`src/rtl/me_pkg.sv`:
```
`default_nettype none
// +----------------------------------------------------------------------+
// | Package : me_pkg                                                     |
// | Purpose : Shared motion-estimator constants and types. Holds the     |
// |           distortion width and its saturated value, the default      |
// |           search-window geometry shared with the PE array control,   |
// |           and the min-distortion tracker state encoding.             |
// | Ports   : none                                                       |
// | Rev     : 1.0  initial release                                       |
// +----------------------------------------------------------------------+
package me_pkg;

  localparam int DIST_W  = 8;
  localparam int WIN_W   = 16;
  localparam int WIN_H   = 16;
  localparam int MV_BITS = 4;

  // Saturated distortion; compares as an ordinary maximum.
  localparam logic [DIST_W-1:0] DIST_MAX = {DIST_W{1'b1}};

  typedef enum logic [1:0] {
    IDLE   = 2'd0,
    SEARCH = 2'd1,
    DONE   = 2'd2
  } tracker_state_e;

endpackage : me_pkg
`default_nettype wire

```
`src/rtl/mv_raster_counter.sv`:
```
`default_nettype none
// +----------------------------------------------------------------------+
// | Module  : mv_raster_counter                                          |
// | Purpose : Raster-order (x,y) position counter over a search window.  |
// |           x advances on each enable and wraps into y; after the last |
// |           position both wrap to zero. Clear has priority over enable.|
// | Ports   : clock, reset      - clock / sync active-high reset         |
// |           clear_i           - return to (0,0)                        |
// |           enable_i          - advance one position                   |
// |           cx_o, cy_o        - current column / row                   |
// |           last_o            - current position is the final one      |
// | Rev     : 1.0  initial release                                       |
// +----------------------------------------------------------------------+
module mv_raster_counter #(
  parameter int WIN_W   = me_pkg::WIN_W,
  parameter int WIN_H   = me_pkg::WIN_H,
  parameter int MV_BITS = me_pkg::MV_BITS
) (
  input  logic               clock,
  input  logic               reset,
  input  logic               clear_i,
  input  logic               enable_i,
  output logic [MV_BITS-1:0] cx_o,
  output logic [MV_BITS-1:0] cy_o,
  output logic               last_o
);
  import me_pkg::*;

  localparam logic [MV_BITS-1:0] X_LAST = MV_BITS'(WIN_W - 1);
  localparam logic [MV_BITS-1:0] Y_LAST = MV_BITS'(WIN_H - 1);

  logic [MV_BITS-1:0] cx_q, cx_d;
  logic [MV_BITS-1:0] cy_q, cy_d;
  logic               x_wrap;
  logic               y_wrap;

  assign x_wrap = (cx_q == X_LAST);
  assign y_wrap = (cy_q == Y_LAST);

  always_comb begin
    cx_d = cx_q;
    cy_d = cy_q;
    if (clear_i) begin
      cx_d = '0;
      cy_d = '0;
    end else if (enable_i) begin
      if (x_wrap) begin
        cx_d = '0;
        cy_d = y_wrap ? '0 : cy_q + MV_BITS'(1);
      end else begin
        cx_d = cx_q + MV_BITS'(1);
      end
    end
  end

  always_ff @(posedge clock) begin
    if (reset) begin
      cx_q <= '0;
      cy_q <= '0;
    end else begin
      cx_q <= cx_d;
      cy_q <= cy_d;
    end
  end

  assign cx_o   = cx_q;
  assign cy_o   = cy_q;
  assign last_o = x_wrap && y_wrap;

endmodule : mv_raster_counter
`default_nettype wire

```
`src/rtl/min_distortion_tracker.sv`:
```
`default_nettype none
// +----------------------------------------------------------------------+
// | Module  : min_distortion_tracker                                     |
// | Purpose : Consumes one accumulated distortion per candidate position |
// |           (raster order over the search window), tracks the minimum  |
// |           and its motion vector, and pulses done once the final      |
// |           candidate has been evaluated.                              |
// | Ports   : clock, reset      - clock / sync active-high reset         |
// |           start             - begin (or restart) a search            |
// |           dist_valid        - distortion carries a candidate         |
// |           distortion        - saturated candidate distortion         |
// |           busy              - high while searching                   |
// |           done              - one-cycle pulse, best_* final          |
// |           best_dist/x/y     - running minimum and its position      |
// | Rev     : 1.0  initial release                                       |
// +----------------------------------------------------------------------+
module min_distortion_tracker #(
  parameter int DIST_W  = me_pkg::DIST_W,
  parameter int WIN_W   = me_pkg::WIN_W,
  parameter int WIN_H   = me_pkg::WIN_H,
  parameter int MV_BITS = me_pkg::MV_BITS
) (
  input  logic               clock,
  input  logic               reset,
  input  logic               start,
  input  logic               dist_valid,
  input  logic [DIST_W-1:0]  distortion,
  output logic               busy,
  output logic               done,
  output logic [DIST_W-1:0]  best_dist,
  output logic [MV_BITS-1:0] best_x,
  output logic [MV_BITS-1:0] best_y
);
  import me_pkg::*;

  localparam logic [DIST_W-1:0] SAT = {DIST_W{1'b1}};

  tracker_state_e     state_q, state_d;
  logic [DIST_W-1:0]  best_dist_q, best_dist_d;
  logic [MV_BITS-1:0] best_x_q, best_x_d;
  logic [MV_BITS-1:0] best_y_q, best_y_d;
  logic               have_best_q, have_best_d;

  logic [MV_BITS-1:0] cx;
  logic [MV_BITS-1:0] cy;
  logic               at_last;
  logic               accept;
  logic               better;

  // start takes precedence over a coincident candidate, which is dropped.
  assign accept = (state_q == SEARCH) && dist_valid && !start;
  assign better = !have_best_q || (distortion < best_dist_q);

  mv_raster_counter #(
    .WIN_W   (WIN_W),
    .WIN_H   (WIN_H),
    .MV_BITS (MV_BITS)
  ) u_raster (
    .clock    (clock),
    .reset    (reset),
    .clear_i  (start),
    .enable_i (accept),
    .cx_o     (cx),
    .cy_o     (cy),
    .last_o   (at_last)
  );

  // Next-state logic.
  always_comb begin
    state_d = state_q;
    case (state_q)
      IDLE:    if (start) state_d = SEARCH;
      SEARCH: begin
        if (start)                 state_d = SEARCH;
        else if (accept && at_last) state_d = DONE;
      end
      DONE:    state_d = start ? SEARCH : IDLE;
      default: state_d = IDLE;
    endcase
  end

  // Best-candidate update; the first accepted candidate always lands so an
  // all-saturated window still reports (0,0).
  always_comb begin
    best_dist_d = best_dist_q;
    best_x_d    = best_x_q;
    best_y_d    = best_y_q;
    have_best_d = have_best_q;
    if (start) begin
      best_dist_d = SAT;
      best_x_d    = '0;
      best_y_d    = '0;
      have_best_d = 1'b0;
    end else if (accept && better) begin
      best_dist_d = distortion;
      best_x_d    = cx;
      best_y_d    = cy;
      have_best_d = 1'b1;
    end
  end

  always_ff @(posedge clock) begin
    if (reset) begin
      state_q     <= IDLE;
      best_dist_q <= SAT;
      best_x_q    <= '0;
      best_y_q    <= '0;
      have_best_q <= 1'b0;
    end else begin
      state_q     <= state_d;
      best_dist_q <= best_dist_d;
      best_x_q    <= best_x_d;
      best_y_q    <= best_y_d;
      have_best_q <= have_best_d;
    end
  end

  assign busy      = (state_q == SEARCH);
  assign done      = (state_q == DONE);
  assign best_dist = best_dist_q;
  assign best_x    = best_x_q;
  assign best_y    = best_y_q;

endmodule : min_distortion_tracker
`default_nettype wire

```
`config.mk`:
```
export PLATFORM = sky130hd
export DESIGN_NAME = min_distortion_tracker
export DESIGN_NICKNAME = d
export VERILOG_FILES = /design/src/rtl/me_pkg.sv /design/src/rtl/mv_raster_counter.sv /design/src/rtl/min_distortion_tracker.sv
export SDC_FILE = /design/constraint.sdc
export NUM_CORES = 1
export LEC_CHECK = 0
export CORE_MARGIN = 5
export CORE_UTILIZATION = 50
export CTS_BUF_LIST = sky130_fd_sc_hd__clkbuf_8
export DETAILED_ROUTE_END_ITERATION = 8
export GPL_ROUTABILITY_DRIVEN = 0
export PLACE_DENSITY = 0.89
export SKIP_LAST_GASP = 1
export SLEW_MARGIN = 20
export SYNTH_ARGS = -nofsm -noshare
export SYNTH_HDL_FRONTEND = slang
export SYNTH_SLANG_ARGS = --single-unit
```
`constraint.sdc`:
```
create_clock -name clock -period 3 [get_ports clock]
set_input_delay 0.9 -clock clock [delete_from_list [all_inputs] [get_ports clock]]
set_output_delay 0.9 -clock clock [all_outputs]
set_load 0.005 [all_outputs]
```
---- After elaboration in Yosys (flattened, before gate mapping) ----
Index checks and enable logic that the tools add are counted.
storage, ports and cells
  register bits after elaboration ......... 27
  latch bits .............................. 0
  memory bits (writable) .................. 0
  ROM bits ................................ 0
  bits of input ports ..................... 12
  output and inout port bits .............. 18
  logic and storage cells ................. 35
  memories ................................ 0
operators by class
  $add $sub $neg .......................... 2
  multipliers ............................. 0
  divide/modulo/power cells ............... 0
  magnitude comparators ................... 1
  equal/unequal tests ..................... 6
  shifts and indexed selects .............. 0
  muxes and demuxes ....................... 7
  bitwise operators ....................... 0
  reductions and logical operators ........ 12
operators with widths
  operator                                        count
  adder 4 x 1 -> 4 bit (second input constant)    2
  == test 4 bit (second input constant)           2
  less-than comparator 8 bit                      1
  two-way mux 4 bit                               2
  two-way mux 2 bit                               3
  case mux 2 bit (3 select lines)                 1
  logical AND 1 bit                               5
  AND reduction 2 bit                             2
  != test 3 x 2 -> 1 bit (second input constant)  1
  == test 2 x 1 -> 1 bit (second input constant)  1
  == test 2 bit (second input constant)           1
  zero test 1 bit                                 2
  zero test 2 bit                                 1
  != test 2 bit (second input constant)           1
  OR reduction 2 bit                              1
  logical OR 1 bit                                1
  two-way mux 1 bit                               1

---- Depth between registers and ports, before layout ----
Gate-level depths: netlist of run 1.
  depth in word-level cells ............... 7
  mapped depth ............................ 7
  depth with buffers taken out ............ 6

---- By module ----
A second synthesis of run 1 with hierarchy kept.
unflattened totals
  cells, all modules ...................... 150
  area total of the unflattened synthesis .. 1362.6 sq um
by module, submodules not included
  module                  times used  cells an instance  area an instance (sq um)  sequential area each (sq um)
  min_distortion_tracker  1           108                982.2                     380.4
  mv_raster_counter       1           42                 380.4                     160.2

---- Worst setup path after synthesis of run 1 ----
Ideal clock, no wire load.
  path kind ............................... in2reg
  start point ............................. in distortion[5]
  end point ............................... reg best_y_q[3] (netlist: best_y[3])
  setup time .............................. 0.072 ns
  arrival time ............................ 2.161 ns
  required time ........................... 2.928 ns
  setup slack ............................. 0.767 ns
  stages .................................. 6
  path buffers ............................ 1
  cell sequence ........................... ha_1 -> a41oi_1 -> o221ai_2 -> a21oi_4 -> buf_12 -> mux2i_1
on the way
  word-level cells in the longest chain between the ends .. 3
RTL lines
  item                        line                           source
  from (decl)                 min_distortion_tracker.sv:27   input logic [DIST_W-1:0] distortion,
  less-than comparator 8 bit  min_distortion_tracker.sv:52   assign better = !have_best_q || (distortion < best_dist_q);
  logical OR 1 bit            min_distortion_tracker.sv:52
  logical AND 1 bit           min_distortion_tracker.sv:94   end else if (accept && better) begin
  to (signal assigned)        min_distortion_tracker.sv:113  best_y_q <= best_y_d;
  to (decl)                   min_distortion_tracker.sv:41   logic [MV_BITS-1:0] best_y_q, best_y_d;
Every way passes these cells.
A chain may end at the register's enable or synchronous reset.

---- Final worst setup path of run 1 ----
  start point ............................. in dist_valid
  end point ............................... reg best_y_q[1] (netlist: best_y[1])
on the way
  word-level cells in the longest chain between the ends .. 3
RTL lines
  item                             line                          source
  from (decl)                      min_distortion_tracker.sv:26  input logic dist_valid,
  logical AND 1 bit (2 in series)  min_distortion_tracker.sv:51  assign accept = (state_q == SEARCH) && dist_valid && !start;
  logical AND 1 bit                min_distortion_tracker.sv:94
Every way passes these cells.

==> reports/results.tsv, run 1 <==
metric	value	unit
Inserted Clock Buffers	3	
Worst-path clk slew	90	ps
iteration-0 DRC count of the detailed router	37	
final core occ	67.46	%
Final Net Count	205	
TritonCTS Sinks	27	
port bufs	29	
Leak Pwr	0.6956	nW
ys async rst share	0	%
Hold Slack	461.4	ps
Hold Vio Cnt, Final	0	
Fin Clk Skew	1.220	ps
first-pass GRT wire length	4478	um
post-DP HPWL	2232	um
power per cell area	368.6	nW/um^2
Yosys reg bits	27	
DR WL/cell	13.26	um
# diodes	0	
clk_lat worst skew	260	ps
worst slew pin tran	477.9	ps
Data required, critical path	3190	ps
initial core utilization	53.37	%
Inst Count DP	209	
largest cells by area after synthesis	dfxtp_1, mux2i_1, ha_1	
post-synthesis sequential area ratio	40.15	%
crit path capture type	flip-flop	
worst setup path category	in -> reg	
startpoint type of the worst setup path	input port	
crit-path max FO	12	
GRT overflow	0	
Die Area	3830	sq um
worst hold-check path type	reg -> reg	
Slew Viols, Final	0	
hold buffer count at CTS	0	
most common cell in the netlist	dfxtp_1	
H-tree depth	1	
post-CTS resize count	0	
yosys warns	0	
final antenna-violating net count	0	
Syn Nets	173	
Vias	1138	
Via density	5.343	
RSZ-0062 raised after global routing	false	
critical path arrival	2760	ps
period utilization	85.60	%
leading area contributor after synthesis	dfxtp_1	
Final Instance Count excl. Fillers	213	
max-cap viol count	0	
GRT Total Usage	15.64	%
share of layout cells above drive strength 1	5.464	%
Routed Wire Length	2824	um
Residual DRC	0	
max_slew headroom	67.70	%
Cell variety after synth	32	
status	complete, no violations	
post-synthesis instance total	152	
post-CTS setup buffers	0	
Die X	61.89	um
Post-synth top cells	dfxtp_1, nand2_1, nor2_1	
Final Setup Violations	0	
Post-Syn Area	1346	sq um
First-pass DRT Iterations	4	
initial antenna violation count	0	
top cell type's share of synthesized area	40.15	%
Area growth syn-to-layout	26.39	%
area of the core	2522	sq um
Total Power	0.6273	mW
die height	61.89	um
setup tns final	0	ps
worst vdd ir	0.3403	mV
final worst path period need	2568	ps
Clock Path Buffers	2	
dominant synthesized flop cell	dfxtp_1	
synthesized area per cell	8.857	sq um
Peak Freq	389.4	MHz
IO Count	30	
CTS tree	built	
Root Driver	clkbuf_8	
number of synthesized flops with an enable pin	0	
Std-Cell Rows	18	
largest net degree at the start of global routing	24	
vias in the first global route	1118	
-- stage by stage --
step / instance area (sq um) / setup slack, ps
after floorplan: 1346 / 767.2
after global placement: 1657 / 255.5
after detailed placement: 1657 / 141.0
after CTS: 1702 / 422.6
after global routing: 1702 / 340.2
final: 1702 / 432.0
-- critical path, stage by stage --
cell             delay (ps)
clkdlybuf4s50_1         510
nor4bb_1                480
o221ai_2                200
a21oi_4                 280
buf_12                  190
mux2i_1                 190
-- report_power, final --
group | total [mW] | internal [mW] | switching [mW]
sequential | 0.365 | 0.362 | 0.00324
combinational | 0.0664 | 0.0348 | 0.0316
clock | 0.196 | 0.0915 | 0.105
-- path summary, 6_finish.rpt --
| path | start | endpoint | slack, ps | cells after the start |
|---|---|---|---|---|
| hold / removal | best_x[2] | best_x[2] | 460 | 2 |
| hold reg to reg | best_x[2] | best_x[2] | 460 | 2 |
| setup / recovery | dist_valid | best_y[1] | 430 | 6 |
| setup reg to reg | best_dist[7] | best_y[1] | 1190 | 7 |
-- flip-flops by register name, summed over array words and instances, names as in the netlist --
register / count
u_raster.cx_o: 4
best_y: 4
best_x: 4
best_dist: 8
u_raster.cy_o: 4
have_best_q: 1
state_q: 2
-- cells in the final DEF, fill, tap and decap left out, drive strengths merged, types with 8 or more instances in the layout --
cell and count:
nand2 25, a21oi 8, inv 9, dfxtp 27, nor2 24, mux2i 17, clkdlybuf4s50 29, ha 9
-- routing by layer --
metal | up-vias | GRT usage (%) | routed length [um]
met1 | 531 | 17.02 | 1234
met3 | 6 | 2.686 | 130
met5 | - | 0 | 0
met4 | 0 | 7.879 | 44
li1 | 573 | - | -
met2 | 28 | 28.85 | 1415
-- cell type report --
class,instances,area (sq um)
fillers,203,820.8
multi-input cells,111,715.7
flip-flops and latches,27,540.5
repair buffers,33,332.8
clock buffers,3,41.29
well taps,30,37.54
inverters,8,30.03
clock inverters,1,3.754
-- cells by family (layout without fill, tap and decap cells) --
group                    count (synthesis)  in the layout  share of synthesized area, %
adder cells (fa/ha/maj)                  9              9                         8.364
multiplexers                            17             17                         12.64
AND/OR/NAND/NOR                         66             66                         22.03
XOR/XNOR                                 4              4                         2.602
buffers and inverters                   14             45                         6.691
AO/OA/AOI/OAI                           15             15                         7.527
flip-flops                              27             27                         40.15
(Power assumes the default switching activity.)
==> run 2: changes to the inputs <==
--- a/config.mk
+++ b/config.mk
@@ -10,6 +10,7 @@
 export CTS_BUF_LIST = sky130_fd_sc_hd__clkbuf_8
 export DETAILED_ROUTE_END_ITERATION = 8
 export GPL_ROUTABILITY_DRIVEN = 0
+export GPL_TIMING_DRIVEN = 0
 export PLACE_DENSITY = 0.89
 export SKIP_LAST_GASP = 1
 export SLEW_MARGIN = 20
==> run 2 against run 1 <==
Flip-flop and latch count did not move. Combinational power rose by 2%. First-iteration DRC count did not move. Fmax fell by 0.19%. Core utilization rose by 0.84 points. Via count fell by 0.70%. Wire length fell by 3.6%. Sequential power barely moved. Die area did not move. Final cell count rose by 0.94%. Worst setup slack got worse by 4.9 ps.
==> reports/results.tsv, run 2 (same netlist as run 1, synthesis figures left out) <==
metric	value	unit
IO Count	30	
iteration-0 DRC count of the detailed router	37	
Clock Power Share	32.6	%
Vias	1130	
Hold Vio Cnt, Final	0	
Worst-path clk slew	90	ps
Slew Viols, Final	0	
DR WL/cell	12.66	um
CTS tree	built	
sequential power share	56.9	%
Residual DRC	0	
worst slew pin tran	526.7	ps
Worst path max stage delay	440	ps
R2R Setup Slk	1100	ps
GRT overflow	0	
Inserted Clock Buffers	3	
RR Endpoint	best_dist[5]	
worst hold-check path type	reg -> reg	
Placement Setup Slack	144.6	ps
largest net degree at the start of global routing	17	
Setup crit end	best_dist[5]	
Final Setup Violations	0	
crit path capture type	flip-flop	
Final Net Count	207	
hold buffer count at CTS	0	
Leak Pwr	0.7012	nW
Fin Clk Skew	5.568	ps
Routed Wire Length	2721	um
Crit path buffers/inverters	2	
Via density	5.256	
post-CTS setup buffers	0	
Total Power	0.6413	mW
area of the core	2522	sq um
FF-to-FF Start	best_dist[5]	
worst setup path category	in -> reg	
slowest CP cell	clkdlybuf4s50_1	
Root Driver	clkbuf_8	
Final Instance Count excl. Fillers	215	
commonest non-fill, non-tap cell in the layout	clkdlybuf4s50_1	
max-cap viol count	0	
sw frac	23.29	%
TritonCTS Sinks	27	
Switch Pwr	0.1493	mW
die height	61.89	um
critical path depth	7	
Clock Path Buffers	2	
Peak Freq	388.7	MHz
setup tns final	0	ps
H-tree depth	1	
# diodes	0	
clk_lat worst skew	270	ps
family with the most delay on the worst path	compound AO/OA/AOI/OAI gates	
power per cell area	372.2	nW/um^2
vias in the first global route	1116	
First-pass DRT Iterations	7	
initial core utilization	53.37	%
Inst Count DP	211	
critical path arrival	2770	ps
post-CTS resize count	0	
GRT Total Usage	15.72	%
Final WS setup	427.1	ps
worst vdd ir	0.3202	mV
port bufs	29	
final worst path period need	2573	ps
final core occ	68.30	%
most frequent cells in the layout	clkdlybuf4s50_1, dfxtp_1, nand2_1	
initial antenna violation count	0	
Reg2Reg Depth	7	
Die X	61.89	um
Area growth syn-to-layout	27.97	%
WHS Path Cells	2	
Data required, critical path	3200	ps
status	complete, no violations	
Crit. Startpoint	distortion[5]	
Pint	0.4919	mW
first-pass GRT wire length	4588	um
number of flip-flops under the largest register name	8	
post-DP HPWL	2154	um
share of layout cells above drive strength 1	5.946	%
period utilization	85.76	%
Gate power share	10.6	%
crit-path max FO	10	
Std-Cell Rows	18	
Die Area	3830	sq um
worst-path cell chain	clkdlybuf4s50_1, ha_1, a41oi_1, o221ai_2, a21oi_4, buf_12, mux2i_1	
max_slew headroom	64.76	%
RSZ-0062 raised after global routing	false	
startpoint type of the worst setup path	input port	
final antenna-violating net count	0	
run 2: cell count changes in the layout (fill, tap and decap cells not counted):
cell	previous run	this run
buf_4	3	1
inv_1	9	8
buf_2	0	1
clkinvlp_4	0	1
dlymetal6s2s_1	0	1
buf_6	0	1
clkbuf_1	0	1
run 2: area by class of cell:
| type | count | area (sq um) |
|---|---|---|
| buffer | 6 | 60.06 |
| clock buffer | 3 | 41.29 |
| clock inverter | 1 | 7.507 |
| fill | 229 | 799.5 |
| inverter | 8 | 30.03 |
| multi-input combinational | 111 | 715.7 |
| sequential | 27 | 540.5 |
| tap | 30 | 37.54 |
| timing repair buffer | 29 | 290.3 |
run 2: power groups by stage:
stage	sequential (mW)	clock (mW)	combinational (mW)
final	0.365	0.209	0.0677
after global routing	0.366	0.236	0.0751
after CTS	0.365	0.219	0.0683
after detailed placement	0.373	0	0.0679
after global placement	0.373	0	0.0662
after floorplan	0.373	0	0.0378
run 2: worst reg2reg max path, cell delays in order (launching register included):
cell	delay, ps
dfxtp_1	360
inv_1	70
ha_1	290
a41oi_1	250
o221ai_2	140
a21oi_4	320
buf_12	200
mux2i_1	200
run 2: metal layers:
metal | track usage [%] | wire length, um | up-vias | share of wire [%]
met1 | 20.28 | 1208 | 519 | 44
li1 | - | - | 577 | -
met4 | 5.455 | 39 | 0 | 1.4
met2 | 26.61 | 1331 | 29 | 49
met3 | 2.479 | 141 | 5 | 5.2
met5 | 0 | 0 | - | 0
run 2: through the flow:
step	hold WS, ps	area (sq um)
finish	468.3	1723
global placement	447.7	1674
detailed placement	455.8	1674
global route	487.9	1723
CTS	470.5	1723
floorplan	451.1	1346
run 2: how the worst min path moves through the flow:
stage                          from  slack [ps]   endpoint
after floorplan           best_x[0]         450  best_x[0]
after global placement    best_y[1]         450  best_y[1]
after detailed placement  best_y[2]         460  best_y[2]
after CTS                 best_x[0]         470  best_x[0]
after global routing      best_y[1]         490  best_y[1]
final                     best_x[0]         470  best_x[0]
==> run 3: changes to the inputs <==
--- a/config.mk
+++ b/config.mk
@@ -5,9 +5,11 @@
 export SDC_FILE = /design/constraint.sdc
 export NUM_CORES = 1
 export LEC_CHECK = 0
+export ABC_AREA = 1
 export CORE_MARGIN = 5
 export CORE_UTILIZATION = 50
 export CTS_BUF_LIST = sky130_fd_sc_hd__clkbuf_8
+export CTS_CLUSTER_SIZE = 16
 export DETAILED_ROUTE_END_ITERATION = 8
 export GPL_ROUTABILITY_DRIVEN = 0
 export GPL_TIMING_DRIVEN = 0
==> run 3 against run 2 <==
Wire length increased by 4.6%. Core utilization decreased by 3.3 points. Combinational power increased by 9.2%. Global-route usage decreased by 0.52 points. Clock-buffer cell count unchanged. Worst setup slack improved by 98 ps. Sequential share of layout area decreased by 0.43 points. Largest cell class unchanged.
==> reports/results.tsv, run 3 <==
metric	value	unit
status	complete, no violations	
CTS tree	built	
final antenna-violating net count	0	
iteration-0 DRC count of the detailed router	45	
Final Setup Violations	0	
initial antenna violation count	0	
H-tree depth	1	
Peak Freq	404.1	MHz
Final WS setup	525.2	ps
area of the core	2686	sq um
leading area contributor after synthesis	dfxtp_1	
Fin Clk Skew	10.53	ps
first-pass GRT wire length	4995	um
HP Start	best_dist[6]	
post-synthesis sequential area ratio	39.49	%
DR WL/cell	11.66	um
final instance area	1747	sq um
number of flip-flops under the largest register name	8	
Cell variety after synth	28	
most frequent cell on the critical path	nand2_1	
die height	62.32	um
Post-synth top cells	nand2_1, dfxtp_1, nand3_1	
met1 GRT Util	17.98	%
Worst path max stage delay	430	ps
Std-Cell Rows	19	
xor/xnor share of the synthesized area	0.6399	%
complex-gate fraction of the synthesized area	8.958	%
ys async rst share	0	%
power per cell area	374.7	nW/um^2
Final Instance Count excl. Fillers	244	
Simple-Gate Fraction of Synth Area	32.08	%
Hold Slack	488.3	ps
worst vdd ir	0.2887	mV
post-DP HPWL	2127	um
# diodes	0	
worst setup path category	in -> reg	
Inst Count DP	240	
Die X	62.32	um
share of layout cells above drive strength 1	8.451	%
largest net degree at the start of global routing	17	
FF-to-FF Start	best_dist[5]	
worst hold-check path type	reg -> reg	
Post-DP Area	1698	sq um
yosys warns	0	
Via density	5.123	
max_slew headroom	69.90	%
vias in the first global route	1160	
met3 Track Usage GR	3.604	%
Final Net Count	235	
GRT Total Usage	15.20	%
hold buffer count at CTS	0	
final core occ	65.02	%
most common cell in the netlist	nand2_1	
Syn Nets	201	
Inserted Clock Buffers	3	
clk_lat worst skew	280	ps
Crit path buffers/inverters	1	
Root Driver	clkbuf_8	
dominant synthesized flop cell	dfxtp_1	
post-CTS setup buffers	0	
post-CTS resize count	0	
First-pass DRT Iterations	4	
GR met2 Demand/Resource	26.42	%
GRT overflow	0	
Post-Syn Area	1369	sq um
Leak Pwr	0.8279	nW
Residual DRC	0	
crit-path max FO	8	
largest family of logic cells by synthesized area	simple AND/OR/NAND/NOR gates	
family with the most delay on the worst path	simple AND/OR/NAND/NOR gates	
GRT Max-Usage Layer	met2	
IO Count	30	
commonest non-fill, non-tap cell in the layout	nand2_1	
Area growth syn-to-layout	27.61	%
post-synthesis instance total	180	
slowest CP cell	clkdlybuf4s50_1	
fillers	245	
RSZ-0062 raised after global routing	false	
R2R Setup Slk	1210	ps
critical path arrival	2610	ps
synthesized area per cell	7.605	sq um
Vias	1250	
Routed Wire Length	2846	um
Yosys reg bits	27	
Clock Path Buffers	2	
worst slew pin tran	451.5	ps
Synth Area in Adders	8.227	%
post-synthesis mux area share	0	%
top cell type's share of synthesized area	39.49	%
Die Area	3884	sq um
Total Power	0.6546	mW
setup tns final	0	ps
port bufs	29	
crit path capture type	flip-flop	
startpoint type of the worst setup path	input port	
worst-path cell chain	clkdlybuf4s50_1, ha_1, a21oi_1, nor2_1, nor3_1, nand2_1, nand2_2, nand2_1, nand2_1, nand3_1	
initial core utilization	50.95	%
Hold Vio Cnt, Final	0	
period utilization	82.49	%
number of synthesized flops with an enable pin	0	
Crit. Startpoint	distortion[5]	
largest cells by area after synthesis	dfxtp_1, nand2_1, nand3_1	
Slew Viols, Final	0	
most frequent cells in the layout	nand2_1, clkdlybuf4s50_1, dfxtp_1	
Worst-path clk slew	90	ps
max-cap viol count	0	
final worst path period need	2475	ps
Placement Setup Slack	229.6	ps
TritonCTS Sinks	27	
Data required, critical path	3140	ps
run 3: cell types whose count changed in the layout (fill, tap and decap cells not counted), sizes merged, moves of 3 or more:
cell   delta
nand2    +12
mux2i    -17
nand3    +24
xor2      -3
inv      +17
nor2      -6
a21oi     +8
run 3: area by class of cell:
type | instances | area, sq um | share of cell area, %
Buffer | 6 | 46.29 | 2.650
Tap cell | 31 | 38.79 | 2.221
Clock buffer | 3 | 41.29 | 2.364
Sequential cell | 27 | 540.5 | 30.95
Inverter | 26 | 98.84 | 5.659
Multi-Input combinational cell | 121 | 683.2 | 39.11
Clock inverter | 1 | 7.507 | 0.4298
Timing Repair Buffer | 29 | 290.3 | 16.62
run 3: path summary, 6_finish.rpt:
| kind | endpoint | cells after the start |
|---|---|---|
| setup reg to reg | best_dist[5] | 10 |
| hold / removal | best_dist[6] | 2 |
| hold reg to reg | best_dist[6] | 2 |
| setup / recovery | best_dist[5] | 10 |
run 3: where the power goes:
group	switching [mW]	leakage (nW)	internal (mW)
registers	0.00358	0.219	0.364
logic	0.0360	0.587	0.0379
clock network	0.119	0.0217	0.0944
run 3: cells by family after synthesis:
kind of cell / Yosys count
xor+xnor: 1
fa+ha+maj: 9
simple gates: 88
flops: 27
buf+inv: 32
compound gates: 23
run 3: worst register-to-register path: stages, from the launching register on:
cell	delay [ps]
dfxtp_1	360
inv_1	50
ha_1	280
a21oi_1	150
nor2_1	60
nor3_1	130
nand2_1	80
nand2_2	140
nand2_1	220
nand2_1	110
nand3_1	70
run 3: metal layers:
metal  wire [um]  up-vias
li1            -      650
met1        1328      573
met2        1370       24
met3         125        3
met4          22        0
met5           0        -
